==> config.mk <==
export PLATFORM = sky130hd
export DESIGN_NAME = fu_rr_sequencer
export DESIGN_NICKNAME = d
export VERILOG_FILES = /design/src/rtl/fu_rr_sequencer.sv
export SDC_FILE = /design/constraint.sdc
export NUM_CORES = 1
export LEC_CHECK = 0
export CAP_MARGIN = 5
export CORE_MARGIN = 2
export CORE_UTILIZATION = 41
export DETAILED_ROUTE_END_ITERATION = 12
export MAX_ROUTING_LAYER = met4
export PLACE_DENSITY_LB_ADDON = 0.2
export SYNTH_ARGS = -nofsm -noshare
export SYNTH_HDL_FRONTEND = slang
export SYNTH_SLANG_ARGS = --single-unit
export TNS_END_PERCENT = 100
==> constraint.sdc <==
create_clock -name clk -period 2.5 [get_ports clk]
set_clock_uncertainty 0.1 [all_clocks]
set_input_delay 0.5 -clock clk [delete_from_list [all_inputs] [get_ports clk]]
set_output_delay 0.5 -clock clk [all_outputs]
set_load 0.01 [all_outputs]
==> src/rtl/fu_rr_sequencer.sv <==
// -----------------------------------------------------------------------------
// FuRrSequencer (top module fu_rr_sequencer)
//
// Purpose:
//   Lets two requesters share one external combinational functional unit.
//   A round-robin arbiter picks one request while idle. The sequencer then
//   registers that request's instruction and operands and holds them on the
//   FU inputs for EXEC_CYCLES cycles. On the last of those cycles it captures
//   the FU result and offers it, tagged with the requester id, on a
//   valid/ready response port.
//
// Parameters:
//   WIDTH        operand / result width (instruction is always 8 bits)
//   EXEC_CYCLES  cycles the FU inputs are held before F is sampled (1..15)
//
// Ports:
//   clk                 rising-edge clock
//   rst_n               asynchronous active-low reset
//   req0_valid_i        requester 0 has an operation pending
//   req0_ready_o        requester 0 accepted this cycle
//   req0_instr_i        requester 0 instruction word (8 bits)
//   req0_a/b/c_i        requester 0 operands
//   req1_*              same set for requester 1
//   fu_instruction_o    instruction driven to the FU (zero unless executing)
//   fu_a/b/c_o          operands driven to the FU (zero unless executing)
//   fu_f_i              FU result
//   resp_valid_o        result available
//   resp_ready_i        consumer takes the result
//   resp_data_o         captured F (zero for an error response)
//   resp_id_o           requester that issued the operation
//   resp_err_o          the instruction was all zeros
//   busy_o              sequencer is not idle
// -----------------------------------------------------------------------------
module fu_rr_sequencer #(
  parameter int WIDTH       = 8,
  parameter int EXEC_CYCLES = 1
) (
  input  logic             clk,
  input  logic             rst_n,

  input  logic             req0_valid_i,
  output logic             req0_ready_o,
  input  logic [7:0]       req0_instr_i,
  input  logic [WIDTH-1:0] req0_a_i,
  input  logic [WIDTH-1:0] req0_b_i,
  input  logic [WIDTH-1:0] req0_c_i,

  input  logic             req1_valid_i,
  output logic             req1_ready_o,
  input  logic [7:0]       req1_instr_i,
  input  logic [WIDTH-1:0] req1_a_i,
  input  logic [WIDTH-1:0] req1_b_i,
  input  logic [WIDTH-1:0] req1_c_i,

  output logic [7:0]       fu_instruction_o,
  output logic [WIDTH-1:0] fu_a_o,
  output logic [WIDTH-1:0] fu_b_o,
  output logic [WIDTH-1:0] fu_c_o,
  input  logic [WIDTH-1:0] fu_f_i,

  output logic             resp_valid_o,
  input  logic             resp_ready_i,
  output logic [WIDTH-1:0] resp_data_o,
  output logic             resp_id_o,
  output logic             resp_err_o,
  output logic             busy_o
);

  typedef enum logic [1:0] {
    IDLE = 2'd0,
    EXEC = 2'd1,
    RESP = 2'd2
  } state_e;

  // Countdown start value: the counter reaches zero on the last execute cycle.
  localparam logic [3:0] CNT_LOAD = 4'(EXEC_CYCLES - 1);

  state_e           state_q,     state_d;
  logic [3:0]       cnt_q,       cnt_d;
  logic             lastGrant_q, lastGrant_d;
  logic [7:0]       instr_q,     instr_d;
  logic [WIDTH-1:0] a_q,         a_d;
  logic [WIDTH-1:0] b_q,         b_d;
  logic [WIDTH-1:0] c_q,         c_d;
  logic             id_q,        id_d;
  logic [WIDTH-1:0] data_q,      data_d;
  logic             err_q,       err_d;

  logic             grant0;
  logic             grant1;
  logic             accept;
  logic             acceptId;
  logic [7:0]       selInstr;
  logic [WIDTH-1:0] selA;
  logic [WIDTH-1:0] selB;
  logic [WIDTH-1:0] selC;

  // Round-robin arbitration. A lone valid request always wins. When both are
  // valid, the requester that did not win last time gets the grant. Ready is
  // only offered while idle, so at most one ready is ever high.
  always_comb begin
    grant0       = req0_valid_i & (~req1_valid_i | lastGrant_q);
    grant1       = req1_valid_i & (~req0_valid_i | ~lastGrant_q);
    req0_ready_o = (state_q == IDLE) & grant0;
    req1_ready_o = (state_q == IDLE) & grant1;
    accept       = req0_ready_o | req1_ready_o;
    acceptId     = req1_ready_o;
    selInstr     = acceptId ? req1_instr_i : req0_instr_i;
    selA         = acceptId ? req1_a_i     : req0_a_i;
    selB         = acceptId ? req1_b_i     : req0_b_i;
    selC         = acceptId ? req1_c_i     : req0_c_i;
  end

  // Next-state logic and datapath capture. An all-zero instruction matches no
  // FU operation, so it skips execution and goes straight to an error response.
  always_comb begin
    state_d     = state_q;
    cnt_d       = cnt_q;
    lastGrant_d = lastGrant_q;
    instr_d     = instr_q;
    a_d         = a_q;
    b_d         = b_q;
    c_d         = c_q;
    id_d        = id_q;
    data_d      = data_q;
    err_d       = err_q;

    unique case (state_q)
      IDLE: begin
        if (accept) begin
          lastGrant_d = acceptId;
          id_d        = acceptId;
          instr_d     = selInstr;
          a_d         = selA;
          b_d         = selB;
          c_d         = selC;
          if (selInstr == 8'h00) begin
            state_d = RESP;
            err_d   = 1'b1;
            data_d  = '0;
          end else begin
            state_d = EXEC;
            err_d   = 1'b0;
            cnt_d   = CNT_LOAD;
          end
        end
      end
      EXEC: begin
        if (cnt_q == 4'd0) begin
          state_d = RESP;
          data_d  = fu_f_i;
        end else begin
          cnt_d = cnt_q - 4'd1;
        end
      end
      RESP: begin
        if (resp_ready_i) begin
          state_d = IDLE;
        end
      end
      default: begin
        state_d = IDLE;
      end
    endcase
  end

  // State and datapath registers. The last grant resets to requester 1 so that
  // requester 0 wins the first contested arbitration.
  always_ff @(posedge clk or negedge rst_n) begin
    if (!rst_n) begin
      state_q     <= IDLE;
      cnt_q       <= 4'd0;
      lastGrant_q <= 1'b1;
      instr_q     <= 8'h00;
      a_q         <= '0;
      b_q         <= '0;
      c_q         <= '0;
      id_q        <= 1'b0;
      data_q      <= '0;
      err_q       <= 1'b0;
    end else begin
      state_q     <= state_d;
      cnt_q       <= cnt_d;
      lastGrant_q <= lastGrant_d;
      instr_q     <= instr_d;
      a_q         <= a_d;
      b_q         <= b_d;
      c_q         <= c_d;
      id_q        <= id_d;
      data_q      <= data_d;
      err_q       <= err_d;
    end
  end

  // Output decode from registered state only. The FU sees the captured
  // operation only while executing, so there is no path from the request
  // ports to the FU. Response fields are gated to zero outside RESP.
  always_comb begin
    fu_instruction_o = 8'h00;
    fu_a_o           = '0;
    fu_b_o           = '0;
    fu_c_o           = '0;
    if (state_q == EXEC) begin
      fu_instruction_o = instr_q;
      fu_a_o           = a_q;
      fu_b_o           = b_q;
      fu_c_o           = c_q;
    end
    resp_valid_o = (state_q == RESP);
    resp_data_o  = (state_q == RESP) ? data_q : '0;
    resp_id_o    = (state_q == RESP) & id_q;
    resp_err_o   = (state_q == RESP) & err_q;
    busy_o       = (state_q != IDLE);
  end

endmodule

==> results of run 1 <==
worst max-delay path, stage by stage (launching register included):
cell,delay [ps]
dfrtp_2,440
inv_1,150
nor2_4,160
buf_4,150
and2_1,120
clkdlybuf4s50_1,530
sequential cells by signal, summed over array words and instances, names as in the netlist:
name and cells:
c_q 8, a_q 8, state_q 2, lastGrant_q 1, err_q 1, instr_q 8
b_q 8, data_q 8, id_q 1, cnt_q 4
metrics by stage:
step,std cells,hold slack [ps],power (mW)
after global placement,462,378.5,3.892
after CTS,470,104.8,4.551
after floorplan,269,104.4,2.788
after global routing,470,136.2,4.773
after detailed placement,462,386.1,3.960
final,470,88.84,4.445
worst max path at each step:
stage / slack [ps] / endpoint / startpoint
finish: 50 / resp_data_o[1] / state_q[1]
global route: -50 / resp_data_o[6] / state_q[1]
CTS: -110 / req0_ready_o / state_q[0]
detailed placement: -450 / req1_ready_o / req1_valid_i
global placement: -450 / req1_ready_o / req1_valid_i
floorplan: 350 / req1_ready_o / state_q[0]
kinds of logic after synthesis:
kind of cell               count (synthesis)  share of synthesized area (%)
DFF                                       49                          46.41
buffers and inverters                     26                          4.967
muxes                                     34                          12.91
adders and majority gates                  2                         0.9459
and+or+nand+nor                          102                          20.96
AOI/OAI and AO/OA                         56                          13.81
cells in the mapped netlist, drive strengths merged:
| cell | instances |
|---|---|
| o2bb2ai | 1 |
| inv | 9 |
| a21oi | 35 |
| o311ai | 1 |
| o211a | 1 |
| or4 | 2 |
| nand2 | 4 |
| nand2b | 1 |
| o22ai | 1 |
| ha | 2 |
| a31oi | 1 |
| mux2 | 1 |
| o21ai | 3 |
| and2 | 43 |
| mux2i | 33 |
| o31ai | 1 |
| dfstp | 1 |
| or3 | 1 |
| nor2 | 38 |
| clkbuf | 8 |
| nor3 | 2 |
| a22o | 8 |
| nor3b | 1 |
| and3 | 2 |
| or3b | 1 |
| nand3 | 2 |
| nor4 | 3 |
| o221ai | 2 |
| dfrtp | 48 |
| or2 | 1 |
| o211ai | 2 |
| buf | 9 |
| nor2b | 1 |
repair_timing:
| action | in CTS | in global routing |
|---|---|---|
| endpoints found under the hold margin | 0 | 0 |
| hold buffers | 0 | 0 |
| setup endpoints to repair | 36 | 43 |
| gates cloned | 0 | 0 |
| resized for setup | 5 | 37 |
area by class of cell:
class                           count  area, µm²
Tap cell                           77      96.34
Clock buffer                        6      72.57
Multi-Input combinational cell    194       1315
Fill cell                         519       2073
Inverter                            9      33.78
Timing Repair Buffer              133       1419
Sequential cell                    49       1229
Clock inverter                      2      38.79
routing by layer:
| layer | track usage (%) | share of wire [%] | wire (µm) | vias up |
|---|---|---|---|---|
| li1 | - | - | - | 1173 |
| met1 | 23.33 | 41 | 2786 | 1116 |
| met2 | 33.48 | 50 | 3396 | 68 |
| met3 | 5.408 | 6.3 | 424 | 12 |
| met4 | 5.865 | 1.8 | 121 | 0 |
| met5 | - | 0 | 0 | - |
where the power goes:
group | internal, mW | switching (mW)
sequential | 1.17 | 0.183
combinational | 1.33 | 1.19
clock | 0.301 | 0.272
total | 2.80 | 1.64
==> results.sh, run 1 <==
export IMPL_synth_seq_cells=49
export IMPL_r2r_end="state_q[0]"
export IMPL_num_vias=2369
export IMPL_yosysWarnings=0
export IMPL_cp_max_fo=6
export IMPL_area_growth_pct=58.94
export IMPL_cts_buffers=5
export IMPL_worst_slew_margin_rel_pct=57.12
export IMPL_clk_pin_slew_ps=100
export IMPL_clock_sinks=49
export IMPL_die_x_um=84.32
export IMPL_track_usage_pct=19.89
export IMPL_fin_util_pct=66.97
export IMPL_fin_ws_ps=54.47
export IMPL_viasPerCell=5.040
export IMPL_clockBufferDepth=2
export IMPL_place_hpwl_mm=5.082
export IMPL_initial_utilization_pct=42.14
export IMPL_pre_cts_ws_ps=-451.7
export IMPL_row_count=29
export IMPL_synth_nets=348
export IMPL_die_h_um=84.32
export IMPL_nets=471
export IMPL_wl_mm=6.727
export IMPL_finalInstanceArea_um2=4204
export IMPL_endpoint_kind="output pin"
export IMPL_peakVddDrop_v=0.0006797
export IMPL_ctsRootBufferMaster="clkbuf_8"
export IMPL_portBuffers=122
export IMPL_r2r_start="state_q[1]"
export IMPL_yosysUniqueCellTypes=38
export IMPL_place_gp_congestion=0.7913
export IMPL_placedInstanceArea_um2=3990
export IMPL_grt_max_degree=39
export IMPL_drv_cap=0
export IMPL_final_cell_mix="clkdlybuf4s50_1, dfrtp_1, and2_1"
export IMPL_reg2reg_slack_ps=360
export IMPL_start_kind="register"
export IMPL_overflow=0
export IMPL_setup_violations_final=0
export IMPL_clk_latency_ps=310
export IMPL_ios=123
export IMPL_firstDrtPassIters=4
export IMPL_leakagePower_nw=2.246
export IMPL_avgSynthCellArea_um2=9.833
export IMPL_drc=0
export IMPL_hold_violations=0
export IMPL_layout_drive_gt1_share_pct=8.906
export IMPL_final_common_cell="clkdlybuf4s50_1"
export IMPL_core_um2=6277
export IMPL_max_slew_worst_pin_slew_ps=641.7
export IMPL_slew_viol_final=0
export IMPL_setup_tns_ps=0
export IMPL_yosysTopAreaCell="dfrtp_1"
export IMPL_netlist_area_leader_share_pct=45.41
export IMPL_syn_inst=269
export IMPL_path_class="register to output pin"
export IMPL_required_ps=1900
export IMPL_worstRegToRegCells=5
export IMPL_htreeDepth=2
export IMPL_antenna_found_initial=0
export IMPL_p_per_area_nw_per_um2=1057
export IMPL_cts_tree="yes"
export IMPL_hp_class="input pin to async pin"
export IMPL_die_area_um2=7110
export IMPL_cp_arrival_ps=1850
export IMPL_post_route_period_util_pct=97.82
export IMPL_grt_pass1_vias=2334
export IMPL_postRouteAntennaNets=0
export IMPL_synth_area_leaders="dfrtp_1, mux2i_1, and2_1"
export IMPL_ys_seq_area_share_pct=46.40
export IMPL_drt_iter0_markers=83
export IMPL_outcome="finished clean"
export IMPL_timing_fmax_ghz=0.4089
export IMPL_rsz0062_at_grt="true"
export IMPL_diodes=0
export IMPL_finalCriticalPeriod_ps=2446
export IMPL_post_cts_buffers=0
export IMPL_wl_per_cell_um=14.31
export IMPL_grt_pass1_wl_mm=11.09
export IMPL_netlist_area_um2=2645
Power figures use the tool's default switching activity.
==> run 2, diff against run 1 <==
--- a/config.mk
+++ b/config.mk
@@ -7,7 +7,7 @@
 export LEC_CHECK = 0
 export CAP_MARGIN = 5
 export CORE_MARGIN = 2
-export CORE_UTILIZATION = 41
+export CORE_UTILIZATION = 37
 export DETAILED_ROUTE_END_ITERATION = 12
 export MAX_ROUTING_LAYER = met4
 export PLACE_DENSITY_LB_ADDON = 0.2
==> constraint.sdc (replaced) <==
create_clock -name clk -period 2.2 [get_ports clk]
set_clock_uncertainty 0.1 [all_clocks]
set_input_delay 0.44 -clock clk [delete_from_list [all_inputs] [get_ports clk]]
set_output_delay 0.44 -clock clk [all_outputs]
set_load 0.01 [all_outputs]
==> run 2 against run 1 <==
Effect of this change: worst hold slack improved by 300 ps; first-iteration DRC count fell by 46%; sequential power rose by 13%; power rose by 15%; core utilization fell by 6.4 points; via count rose by 3.7%; clock-buffer cell count rose by 1; worst setup slack got worse by 48 ps; flip-flop and latch count did not move; critical path type unchanged.
==> results.sh, run 2 (synthesis results as in run 1) <==
export IMPL_outcome="finished clean"
export IMPL_final_common_cell="clkdlybuf4s50_1"
export IMPL_worst_slew_margin_rel_pct=62.57
export IMPL_critPathTopFamily="buffers and inverters"
export IMPL_post_route_period_util_pct=99.72
export IMPL_portBuffers=122
export IMPL_hp_class="input pin to register"
export IMPL_die_h_um=88.55
export IMPL_endpoint_kind="output pin"
export IMPL_ios=123
export IMPL_start_kind="register"
export IMPL_die_area_um2=7841
export IMPL_overflow=0
export IMPL_drv_cap=0
export IMPL_wl_mm=7.178
export IMPL_peakVddDrop_v=0.0004360
export IMPL_stdcell_count=502
export IMPL_clockBufferDepth=2
export IMPL_post_place_cells=487
export IMPL_min_delay_start="req1_instr_i[1]"
export IMPL_rsz0062_at_grt="true"
export IMPL_area_growth_pct=57.24
export IMPL_initial_utilization_pct=38.51
export IMPL_required_ps=1660
export IMPL_seqCellArea_um2=1227
export IMPL_ctsRootBufferMaster="clkbuf_8"
export IMPL_grt_max_degree=41
export IMPL_cts_tree="yes"
export IMPL_clk_pin_slew_ps=100
export IMPL_finalCriticalPeriod_ps=2194
export IMPL_path_class="register to output pin"
export IMPL_cp_cell_sequence="buf_4 > nor2b_4 > bufbuf_16 > and2_1 > clkdlybuf4s15_1"
export IMPL_layout_drive_gt1_share_pct=18.23
export IMPL_cp_arrival_ps=1650
export IMPL_multi_input_area_um2=1345
export IMPL_hold_violations=0
export IMPL_core_um2=6869
export IMPL_fillCellCount=627
export IMPL_setup_violations_final=0
export IMPL_fin_util_pct=60.55
export IMPL_firstDrtPassIters=6
export IMPL_wl_per_cell_um=14.30
export IMPL_postRouteAntennaNets=0
export IMPL_track_usage_pct=19.37
export IMPL_clk_latency_ps=310
export IMPL_grt_pass1_vias=2380
export IMPL_leakagePower_nw=2.044
export IMPL_cp_startpoint="state_q[1]"
export IMPL_clock_sinks=49
export IMPL_cts_buffers=5
export IMPL_htreeDepth=2
export IMPL_max_slew_worst_pin_slew_ps=561.4
export IMPL_p_per_area_nw_per_um2=1224
export IMPL_die_x_um=88.55
export IMPL_num_vias=2456
export IMPL_cpPeakStageDelay_ps=400
export IMPL_timing_fmax_ghz=0.4558
export IMPL_drc=0
export IMPL_nets=484
export IMPL_grt_pass1_wl_mm=11.33
export IMPL_cp_max_fo=18
export IMPL_slew_viol_final=0
export IMPL_r2r_start="state_q[0]"
export IMPL_timing_critical_path_buf_inv=3
export IMPL_viasPerCell=4.892
export IMPL_row_count=30
export IMPL_diodes=0
export IMPL_drt_iter0_markers=45
export IMPL_final_cell_mix="clkdlybuf4s50_1, dfrtp_1, and2_1"
export IMPL_antenna_found_initial=0
export IMPL_cp_slowest_cell="dfrtp_1"
export IMPL_place_hpwl_mm=4.966
export IMPL_place_gp_congestion=0.8067
==> run 2: changes by cell type in the layout (fill, tap and decap cells not counted), moves of 5 or more <==
cell             change
buf_4               +11
dlygate4sd2_1       +13
clkdlybuf4s50_1     -19
buf_2               +11
clkdlybuf4s15_1      +5
clkbuf_2            +16
dlymetal6s2s_1      -26
==> run 2: worst paths after layout <==
kind	endpoint	slack [ps]	depth (start not counted)
max	fu_instruction_o[2]	6	5
min	instr_q[1]	390	3
max reg2reg	data_q[6]	100	6
min reg2reg	data_q[1]	410	1
max in group asynchronous	lastGrant_q	860	3
min in group asynchronous	cnt_q[2]	500	2
==> run 2: metal layers <==
layer	global-route usage [%]	share of wire, %	vias up
met3	5.690	6.9	10
met1	24.12	43	1168
met2	30.83	48	79
met5	-	0	-
met4	5.372	1.5	0
li1	-	-	1199
==> run 2: power breakdown <==
group | total [mW] | internal (mW) | leakage (nW) | switching, mW
logic | 2.87 | 1.44 | 1.42 | 1.43
registers | 1.53 | 1.33 | 0.564 | 0.204
clock network | 0.684 | 0.371 | 0.0585 | 0.313
==> run 2: area by class of cell <==
class	count	area share, %
clock inverter	1	0.7220
inverter	9	0.8123
tap	96	2.888
multi-input combinational	195	32.34
timing repair buffer	145	31.65
sequential	49	29.51
clock buffer	7	2.076
==> run 2: timing repair <==
item / CTS / global route
setup buffers: 4 / 0
endpoints found under the setup margin: 63 / 38
pin swaps: 11 / 4
gates resized for setup: 105 / 30
endpoints found under the hold margin: 16 / 0
gates cloned: 2 / 0
hold buffers: 1 / 0
==> run 2: through the flow <==
stage	TNS, ps	area [µm²]	worst slack (ps)	power, mW	hold WS (ps)
global route	-273.3	4159	-57.44	5.503	399.6
CTS	0	4260	1.389	5.264	414.2
finish	0	4159	6.082	5.091	390.0
detailed placement	-15260	4059	-573.5	4.555	303.1
global placement	-15140	4059	-591.2	4.494	292.5
floorplan	0	2645	110.6	3.168	44.41
==> run 2: worst min-delay path, stage by stage <==
cell and delay (ps):
dlymetal6s2s_1 110, mux2i_1 80, a21oi_1 130
